**config.mk**
```make
export PLATFORM = sky130hd
export DESIGN_NAME = case_conv_buffer
export DESIGN_NICKNAME = d
export VERILOG_FILES = /design/src/rtl/case_conv_pkg.sv /design/src/rtl/case_conv_buffer_fifo.sv /design/src/rtl/case_conv_buffer.sv
export SDC_FILE = /design/constraint.sdc
export NUM_CORES = 1
export LEC_CHECK = 0
export BUFFER_PORTS_ARGS = -buffer_cell sky130_fd_sc_hd__buf_2
export CAP_MARGIN = 15
export CORE_ASPECT_RATIO = 1.25
export CORE_MARGIN = 3
export CORE_UTILIZATION = 40
export CTS_BUF_LIST = sky130_fd_sc_hd__clkbuf_16
export CTS_CLUSTER_DIAMETER = 50
export CTS_CLUSTER_SIZE = 28
export DETAILED_ROUTE_END_ITERATION = 8
export SLEW_MARGIN = 5
export SYNTH_ARGS = -nofsm -noshare
export SYNTH_HDL_FRONTEND = slang
export SYNTH_SLANG_ARGS = --single-unit
```
**constraint.sdc**
```tcl
create_clock -name clk -period 6.5 [get_ports clk]
set_input_delay 0.65 -clock clk [delete_from_list [all_inputs] [get_ports clk]]
set_output_delay 0.65 -clock clk [all_outputs]
set_load 0.03 [all_outputs]
```
**src/rtl/case_conv_pkg.sv**
```systemverilog
// case_conv_pkg
//   Shared definitions for case_conv_buffer: case-conversion mode encodings,
//   launch FSM state enum, ASCII constants and the byte conversion function.
//   No ports (package).
package case_conv_pkg;

  typedef enum logic [1:0] {
    MODE_PASS   = 2'b00,
    MODE_UPPER  = 2'b01,
    MODE_LOWER  = 2'b10,
    MODE_TOGGLE = 2'b11
  } mode_e;

  typedef enum logic [1:0] {
    S_IDLE      = 2'b00,
    S_LAUNCH    = 2'b01,
    S_WAIT_ACK  = 2'b10,
    S_WAIT_DONE = 2'b11
  } state_e;

  localparam logic [7:0] ASCII_CR       = 8'h0D;
  localparam logic [7:0] ASCII_LF       = 8'h0A;
  localparam logic [7:0] ASCII_UC_A     = 8'h41;
  localparam logic [7:0] ASCII_UC_Z     = 8'h5A;
  localparam logic [7:0] ASCII_LC_A     = 8'h61;
  localparam logic [7:0] ASCII_LC_Z     = 8'h7A;
  localparam logic [7:0] ASCII_CASE_BIT = 8'h20;

  // Letters are the only bytes ever altered; everything else passes
  // unchanged whatever the mode.
  function automatic logic [7:0] conv_byte(input logic [7:0] b, input logic [1:0] mode);
    logic       is_upper;
    logic       is_lower;
    logic [7:0] r;
    is_upper = (b >= ASCII_UC_A) && (b <= ASCII_UC_Z);
    is_lower = (b >= ASCII_LC_A) && (b <= ASCII_LC_Z);
    r = b;
    case (mode)
      MODE_UPPER:  if (is_lower) r = b - ASCII_CASE_BIT;
      MODE_LOWER:  if (is_upper) r = b + ASCII_CASE_BIT;
      MODE_TOGGLE: if (is_upper || is_lower) r = b ^ ASCII_CASE_BIT;
      default:     r = b;
    endcase
    return r;
  endfunction

endpackage

```
**src/rtl/case_conv_buffer_fifo.sv**
```systemverilog
// sync_fifo
//   Single-clock FIFO with asynchronous active-low reset on the pointers and
//   occupancy. Supports one or two writes per cycle (the second entry lands
//   at the slot after the first) and one read per cycle. The caller is
//   responsible for never overfilling or reading empty.
// Ports:
//   clk, rst_n          clock, async active-low reset
//   wr_en               write wr_data (and wr_data2 when wr_dual)
//   wr_dual             write two entries this cycle
//   wr_data, wr_data2   first / second write entry
//   rd_en               advance read pointer
//   rd_data             head entry (combinational read)
//   count               occupancy, 0..DEPTH
module sync_fifo #(
  parameter int DEPTH = 16,
  parameter int WIDTH = 8
) (
  input  logic                       clk,
  input  logic                       rst_n,
  input  logic                       wr_en,
  input  logic                       wr_dual,
  input  logic [WIDTH-1:0]           wr_data,
  input  logic [WIDTH-1:0]           wr_data2,
  input  logic                       rd_en,
  output logic [WIDTH-1:0]           rd_data,
  output logic [$clog2(DEPTH):0]     count
);

  localparam int AW = $clog2(DEPTH);
  localparam int CW = AW + 1;

  logic [WIDTH-1:0] mem [DEPTH];
  logic [AW-1:0]    wr_ptr;
  logic [AW-1:0]    rd_ptr;
  logic [AW-1:0]    wr_ptr_p1;
  logic [CW-1:0]    wr_num;
  logic [CW-1:0]    rd_num;

  assign wr_ptr_p1 = wr_ptr + AW'(1);
  assign rd_data   = mem[rd_ptr];

  always_comb begin
    wr_num = '0;
    if (wr_en) wr_num = wr_dual ? CW'(2) : CW'(1);
    rd_num = {{(CW-1){1'b0}}, rd_en};
  end

  // Storage is not reset; only pointers and occupancy define validity.
  always_ff @(posedge clk) begin
    if (wr_en) begin
      mem[wr_ptr] <= wr_data;
      if (wr_dual) mem[wr_ptr_p1] <= wr_data2;
    end
  end

  // Pointers are exactly AW bits wide so they wrap at DEPTH on their own.
  always_ff @(posedge clk or negedge rst_n) begin
    if (!rst_n) begin
      wr_ptr <= '0;
      rd_ptr <= '0;
      count  <= '0;
    end else begin
      if (wr_en) wr_ptr <= wr_dual ? (wr_ptr + AW'(2)) : wr_ptr_p1;
      if (rd_en) rd_ptr <= rd_ptr + AW'(1);
      count <= count + wr_num - rd_num;
    end
  end

endmodule

```
**src/rtl/case_conv_buffer.sv**
```systemverilog
// case_conv_buffer
//   Receives bytes from a UART receiver, applies an ASCII case conversion,
//   buffers them in a FIFO and launches them one at a time into a UART
//   transmitter with a start/busy handshake. Counts dropped bytes.
//   Optional feature macro: CASE_CONV_CRLF_EN -- a received 0x0D is stored
//   as the pair 0x0D,0x0A in a single cycle (needs two free entries).
//
//   Handshake: a byte is offered to the transmitter by a one-cycle tx_start
//   pulse with tx_data valid in the same cycle; the transmitter acknowledges
//   by raising tx_busy and releases the launcher by dropping it. If tx_busy
//   never rises within ACK_TIMEOUT cycles the byte is treated as sent.
// Ports:
//   clk, rst_n   clock, async active-low reset
//   rx_data      received byte, valid while rx_valid high
//   rx_valid     byte valid (rising edge pushes once)
//   mode         00 pass, 01 upper, 10 lower, 11 toggle (sampled at push)
//   tx_busy      transmitter busy
//   tx_start     one-cycle launch pulse
//   tx_data      registered launched byte
//   fifo_count   FIFO occupancy
//   overflow     one-cycle pulse per dropped input byte
//   drop_count   saturating dropped-byte counter
module case_conv_buffer
  import case_conv_pkg::*;
#(
  parameter int FIFO_DEPTH  = 16,
  parameter int ACK_TIMEOUT = 16
) (
  input  logic                          clk,
  input  logic                          rst_n,
  input  logic [7:0]                    rx_data,
  input  logic                          rx_valid,
  input  logic [1:0]                    mode,
  input  logic                          tx_busy,
  output logic                          tx_start,
  output logic [7:0]                    tx_data,
  output logic [$clog2(FIFO_DEPTH):0]   fifo_count,
  output logic                          overflow,
  output logic [7:0]                    drop_count
);

  localparam int CW = $clog2(FIFO_DEPTH) + 1;
  localparam int TW = $clog2(ACK_TIMEOUT + 1);

  state_e        state;
  state_e        state_next;
  logic [TW-1:0] timer;
  logic          rx_valid_q;
  logic          push_edge;
  logic          pop;
  logic          room1;
  logic          accept;
  logic          drop;
  logic          wr_dual;
  logic [7:0]    conv_data;
  logic [7:0]    head;
  logic          load_data;

  assign push_edge = rx_valid & ~rx_valid_q;
  assign conv_data = conv_byte(rx_data, mode);
  assign pop       = (state == S_LAUNCH);

  // A pop in the same cycle frees the slot it reads, so a full FIFO can
  // still take a byte while launching.
  assign room1 = (fifo_count != CW'(FIFO_DEPTH)) || pop;

`ifdef CASE_CONV_CRLF_EN
  logic is_cr;
  logic room2;
  assign is_cr   = (rx_data == ASCII_CR);
  assign room2   = (fifo_count <= CW'(FIFO_DEPTH - 2)) ||
                   (pop && (fifo_count <= CW'(FIFO_DEPTH - 1)));
  assign wr_dual = is_cr;
  assign accept  = push_edge & (is_cr ? room2 : room1);
`else
  assign wr_dual = 1'b0;
  assign accept  = push_edge & room1;
`endif

  assign drop = push_edge & ~accept;

  sync_fifo #(
    .DEPTH (FIFO_DEPTH),
    .WIDTH (8)
  ) u_fifo (
    .clk      (clk),
    .rst_n    (rst_n),
    .wr_en    (accept),
    .wr_dual  (wr_dual),
    .wr_data  (conv_data),
    .wr_data2 (ASCII_LF),
    .rd_en    (pop),
    .rd_data  (head),
    .count    (fifo_count)
  );

  // rx_valid_q resets high so a level held through reset does not push.
  always_ff @(posedge clk or negedge rst_n) begin
    if (!rst_n) begin
      rx_valid_q <= 1'b1;
      overflow   <= 1'b0;
      drop_count <= '0;
    end else begin
      rx_valid_q <= rx_valid;
      overflow   <= drop;
      if (drop && (drop_count != 8'hFF)) drop_count <= drop_count + 8'd1;
    end
  end

  always_ff @(posedge clk or negedge rst_n) begin
    if (!rst_n) begin
      state   <= S_IDLE;
      timer   <= '0;
      tx_data <= '0;
    end else begin
      state <= state_next;
      if (state == S_WAIT_ACK) timer <= timer + TW'(1);
      else                     timer <= '0;
      // Captured on entry to LAUNCH so tx_data is already valid during the
      // tx_start cycle and holds until the next launch.
      if (load_data) tx_data <= head;
    end
  end

  always_comb begin
    state_next = state;
    load_data  = 1'b0;
    tx_start   = 1'b0;
    case (state)
      S_IDLE: begin
        if ((fifo_count != '0) && !tx_busy) begin
          state_next = S_LAUNCH;
          load_data  = 1'b1;
        end
      end
      S_LAUNCH: begin
        tx_start   = 1'b1;
        state_next = S_WAIT_ACK;
      end
      S_WAIT_ACK: begin
        if (tx_busy)                                state_next = S_WAIT_DONE;
        else if (timer == TW'(ACK_TIMEOUT - 1))     state_next = S_IDLE;
      end
      S_WAIT_DONE: begin
        if (!tx_busy) state_next = S_IDLE;
      end
      default: state_next = S_IDLE;
    endcase
  end

endmodule

```
Word level (Yosys, flattened, before mapping)
Memory sizes are Yosys's and may differ from the RTL's. A register that Yosys moved wholly into a read port is not among the register bits.
Index checks and enable logic that the tools add are counted.
{"block": "word_totals", "ramBits": 128, "memories": 1, "reg_bits": 30, "wordCells": 66, "out_inout_bits": 23, "inputBits": 14}
{"block": "op_classes", "order_cmp": 4, "muxes": 16, "n_reduce_logical": 11, "n_addsub": 8, "bitwise": 6, "n_eq_ne": 12}
{"name": "u_fifo.mem", "depth": 16, "width": 8, "rd": 1, "rd_clocked_by_memory_dff": 1, "write_ports": 1, "line_no": "case_conv_buffer_fifo.sv:32", "text": "logic [WIDTH-1:0] mem [DEPTH];"}
{"operator": "$pmux 8 s3", "count": 1}
{"operator": "$ge 8x7->1 const B", "count": 2}
{"operator": "$le 8x7->1 const B", "count": 2}
{"operator": "$mux 8", "count": 2}
{"operator": "$add 4x1->4 const B", "count": 2}
{"operator": "$add 8x1->8 const B", "count": 1}
{"operator": "$add 8x6->8 const B", "count": 1}
{"operator": "$eq 2x2->1 const B", "count": 4}
{"operator": "$mux 2", "count": 4}
{"operator": "$ne 8x8->1 const B", "count": 1}
{"operator": "$pmux 2 s4", "count": 1}
{"operator": "$sub 8x6->8 const B", "count": 1}
{"operator": "$mux 1", "count": 6}
{"operator": "$mux 6", "count": 1}
{"operator": "$add 5x1->5 const B", "count": 1}
{"operator": "$add 5x5->5", "count": 1}
{"operator": "$eq 5x4->1 const B", "count": 1}
{"operator": "$mux 5", "count": 1}
{"operator": "$ne 5x5->1 const B", "count": 1}
{"operator": "$reduce_bool 5->1", "count": 1}
{"operator": "$sub 5x1->5", "count": 1}
{"operator": "$eq 2x1->1 const B", "count": 2}
{"operator": "$logic_and 1x1->1", "count": 4}
{"operator": "$ne 2x2->1 const B", "count": 2}
{"operator": "7 further kinds", "count": 13}

Longest topological paths before layout
{"block": "logic_depth", "word_depth": 6, "ltp_mapped": 11, "ltp_nobuf": 11}

Modules after synthesis
A second synthesis with hierarchy kept.
{"block": "hier_totals", "cells_unflattened": 588, "hier_area_um2": 8912.3}
{"module": "sync_fifo", "instances": 1, "area_per_inst_um2": 7634.8, "seq_area_each_um2": 4169.0, "cells_per_inst": 473}
{"module": "case_conv_buffer", "instances": 1, "area_per_inst_um2": 1277.5, "seq_area_each_um2": 626.9, "cells_per_inst": 115}

Worst setup path after synthesis
Ideal clock, no wire load.
{"block": "synth_path", "path_type": "register to register", "startpoint": "register u_fifo.count[2]", "endpoint": "memory u_fifo.mem[3][0] (enable)", "arrival_time_ns": 2.325, "path_buffers": 0, "setup_slack_ns": 3.791, "setup_ns": 0.383, "path_stages_with_launch": 7, "cell_sequence": "dfrtp_1 > inv_1 > ha_1 > nor3b_1 > a31oi_1 > nand2_1 > nor3_1"}
{"block": "synth_via", "elab_chain_len": 5}
{"element": "from (decl)", "line_no": "case_conv_buffer_fifo.sv:26", "text": "output logic [$clog2(DEPTH):0] count"}
{"element": "from (signal assigned)", "line_no": "case_conv_buffer_fifo.sv:65", "text": "count <= count + wr_num - rd_num;"}
{"element": "$ne 5x5->1", "line_no": "case_conv_buffer.sv:65", "text": "assign room1 = (fifo_count != CW'(FIFO_DEPTH)) || pop;"}
{"element": "$logic_or 1x1->1", "line_no": "case_conv_buffer.sv:65"}
{"element": "$and 1x1->1", "line_no": "case_conv_buffer.sv:77", "text": "assign accept = push_edge & room1;"}
{"element": "via accept", "line_no": "case_conv_buffer.sv:52", "text": "logic accept;"}
{"element": "$mux 1", "line_no": "case_conv_buffer_fifo.sv:50", "text": "if (wr_en) begin"}
{"element": "$mux 1 (implied by the code)", "line_no": "case_conv_buffer_fifo.sv:51", "text": "mem[wr_ptr] <= wr_data;"}
{"element": "to (decl)", "line_no": "case_conv_buffer_fifo.sv:32"}
The timed path passes the listed nets, and every way through them passes these cells.

Worst setup path in the final report
{"block": "layout_path", "startpoint": "register u_fifo.count[2]", "endpoint": "memory u_fifo.mem[11][6] (enable)"}
Same word-level chain as after synthesis.

==> metrics <==
top post-synthesis cells by area=edfxtp_1 56%, dfrtp_1 13%, mux4_2 10%; HPWL Detailed=8830 µm; vias in the first global route=3666; sequential area share after synthesis=0.697; Leak Pwr=2.94 nW; Total Routing Usage GR=0.151; Post-CTS Hold Buffers=0; Wirelength per Cell=19.7 µm; final core occ=0.473; cell area after synthesis=6880 µm²; peak supply drop=0.000198 V; relative slew slack=0.398; gpl congestion=0.765; period utilisation layout=0.373; Critical Path AT=2.46 ns; outcome=complete, no violations; Synth Flop Type=edfxtp_1; Power Density=433 nW/µm²; Syn Nets=427; hold crit path type=primary input to async pin; Syn Area/Cell=17.4 µm²; EDFF count, synth=128; die area=18800 µm²; DR vias=3575; total gr overflow=0; Nets=475; Clock Tree Buf Depth=2; core footprint=16800 µm²; endpoints failing setup=0; Gate Count Post-Synth=396; Slew Limit Fails=0; Distinct cells, synth=47; final wirelength=13400 µm; io pins=37; clk slew on worst S/H paths=0.07 ns; Num CTS Buffers=17; Iteration-0 DRC Markers=319; ant diodes=0; reg2reg setup slack=4.08 ns; Resized cells post-CTS=0; # placed instances=644; CTS tree=yes; Die H=153 µm; async set-reset flop share out of synthesis=0.229; RSZ-0062 raised after global routing=false; Fin Setup TNS=0 ns; chip width=123 µm; Worst-Skew Late Latency=0.42 ns; layout cell share with drive strength beyond 1=0.265; Synth area leader=edfxtp_1; Startpoint Class=flip-flop; top-area cell type share of the netlist area=0.558; final hold vios=0; top-count cell post-synth=edfxtp_1; initial antenna violation count=0; Post-Layout Cell Count=677; Reg area=4800 µm²; CP endpoint kind=flip-flop; Multi-input gate area=1940 µm²; Req. time, crit path=6.54 ns; H-tree Lvls=4; I/O Buffers=36; Starting Density=0.409; Post-synth top cells=128 x edfxtp_1, 37 x dfrtp_1, 32 x mux4_2; DP Worst Slack=3.77 ns; largest net degree at the start of global routing=39; max cap viols=0; fillers=1441; CTS sink cnt=166; Yosys Warn Count=0; critical path class=flip-flop to flip-flop; Root Driver=clkbuf_16; Clock Skew=0.00834 ns; fin crit period=2.42 ns; ANT nets after route=0; first-pass GRT wire length=21000 µm; Synth Register Bits=166; drt pass-1 iters=5; Avg Vias per Cell=5.28; Max Fclk=413 MHz; worst slew pin tran=0.899 ns; num rows=53; maximum fanout along the worst path=9; setup ws final=4.08 ns; Post-CTS Setup Inserts=0; Layout area overhead=15.8%; Residual DRC=0
## stage by stage
stage,area [µm²],hold slack (ns),power [mW]
floorplan,6880,0.354,2.14
global placement,7310,0.447,2.39
detailed placement,7310,0.465,2.41
CTS,7960,0.319,3.49
global route,7970,0.321,3.63
finish,7970,0.332,3.45
## cell usage in the layout (no fill, tap or decap), types with 5 or more instances in the layout
| cell type | netlist | routed |
|---|---|---|
| nand2_1 | 21 | 21 |
| inv_1 | 18 | 18 |
| edfxtp_1 | 128 | 128 |
| a21oi_1 | 6 | 6 |
| ha_1 | 16 | 16 |
| nand4_1 | 5 | 5 |
| nor2_1 | 22 | 22 |
| nor3_1 | 7 | 6 |
| mux2_2 | 5 | 5 |
| xnor2_1 | 10 | 10 |
| mux2i_1 | 13 | 13 |
| mux4_2 | 32 | 32 |
| o21ai_0 | 8 | 8 |
| xor2_1 | 8 | 8 |
| clkbuf_16 | 0 | 17 |
| buf_2 | 6 | 36 |
| buf_4 | 2 | 7 |
| dfrtp_1 | 37 | 36 |
## critical path, cell delays in order, from the launching register on
cell and delay [ns]:
dfrtp_1 0.37, inv_1 0.08, ha_1 0.19, nor3b_1 0.15
a31oi_1 0.18, buf_4 0.19, nand2_1 0.16, nor2_1 0.72
## metal layers
metal  vias to the layer above  wire [µm]  global-route usage
li1                       1620          -                   -
met1                      1840       5840               0.199
met2                       103       6790               0.246
met3                        12        598              0.0327
met4                         0        141              0.0528
met5                         -          0                   0
## sequential cells by signal (all words and copies together) (netlist names), 2 cells and up
register       flops
u_fifo.count       5
state              2
timer              5
u_fifo.wr_ptr      4
tx_data            8
u_fifo.mem       128
drop_count         8
u_fifo.rd_ptr      4
## report_power, final
group / internal [mW] / switching (mW) / total [mW] / leakage [nW]
registers: 1.28 / 0.0956 / 1.37 / 1.63
logic: 0.434 / 0.569 / 1.00 / 1.01
clock network: 0.653 / 0.418 / 1.07 / 0.307
## cells by family after synthesis
group,share of synthesized area
buf+inv,0.0222
flops,0.697
xor+xnor,0.0229
compound gates,0.0329
simple gates,0.0598
fa+ha+maj,0.0320
mux,0.133
## area by class of cell
| type | instances | area share |
|---|---|---|
| clock buffers | 17 | 0.0534 |
| clock inverters | 15 | 0.0272 |
| inverters | 19 | 0.00927 |
| multi-input cells | 196 | 0.243 |
| flip-flops and latches | 166 | 0.602 |
| well taps | 220 | 0.0345 |
| repair buffers | 44 | 0.0302 |
## path summary, 6_finish.rpt
path	from	endpoint	cells past startpoint
setup reg to reg	u_fifo.count[2]$_DFF_PN0_	u_fifo.mem[11][6]$_DFFE_PP_	7
min in group clk	rx_valid	rx_valid_q$_DFF_PN1_	1
max in group asynchronous	rst_n	u_fifo.rd_ptr[0]$_DFFE_PN0N_	1
setup / recovery	u_fifo.count[2]$_DFF_PN0_	u_fifo.mem[11][6]$_DFFE_PP_	7
hold reg to reg	timer[0]$_DFF_PN0_	timer[0]$_DFF_PN0_	1
hold / removal	rst_n	timer[2]$_DFF_PN0_	1
Power figures use the tool's default switching activity.
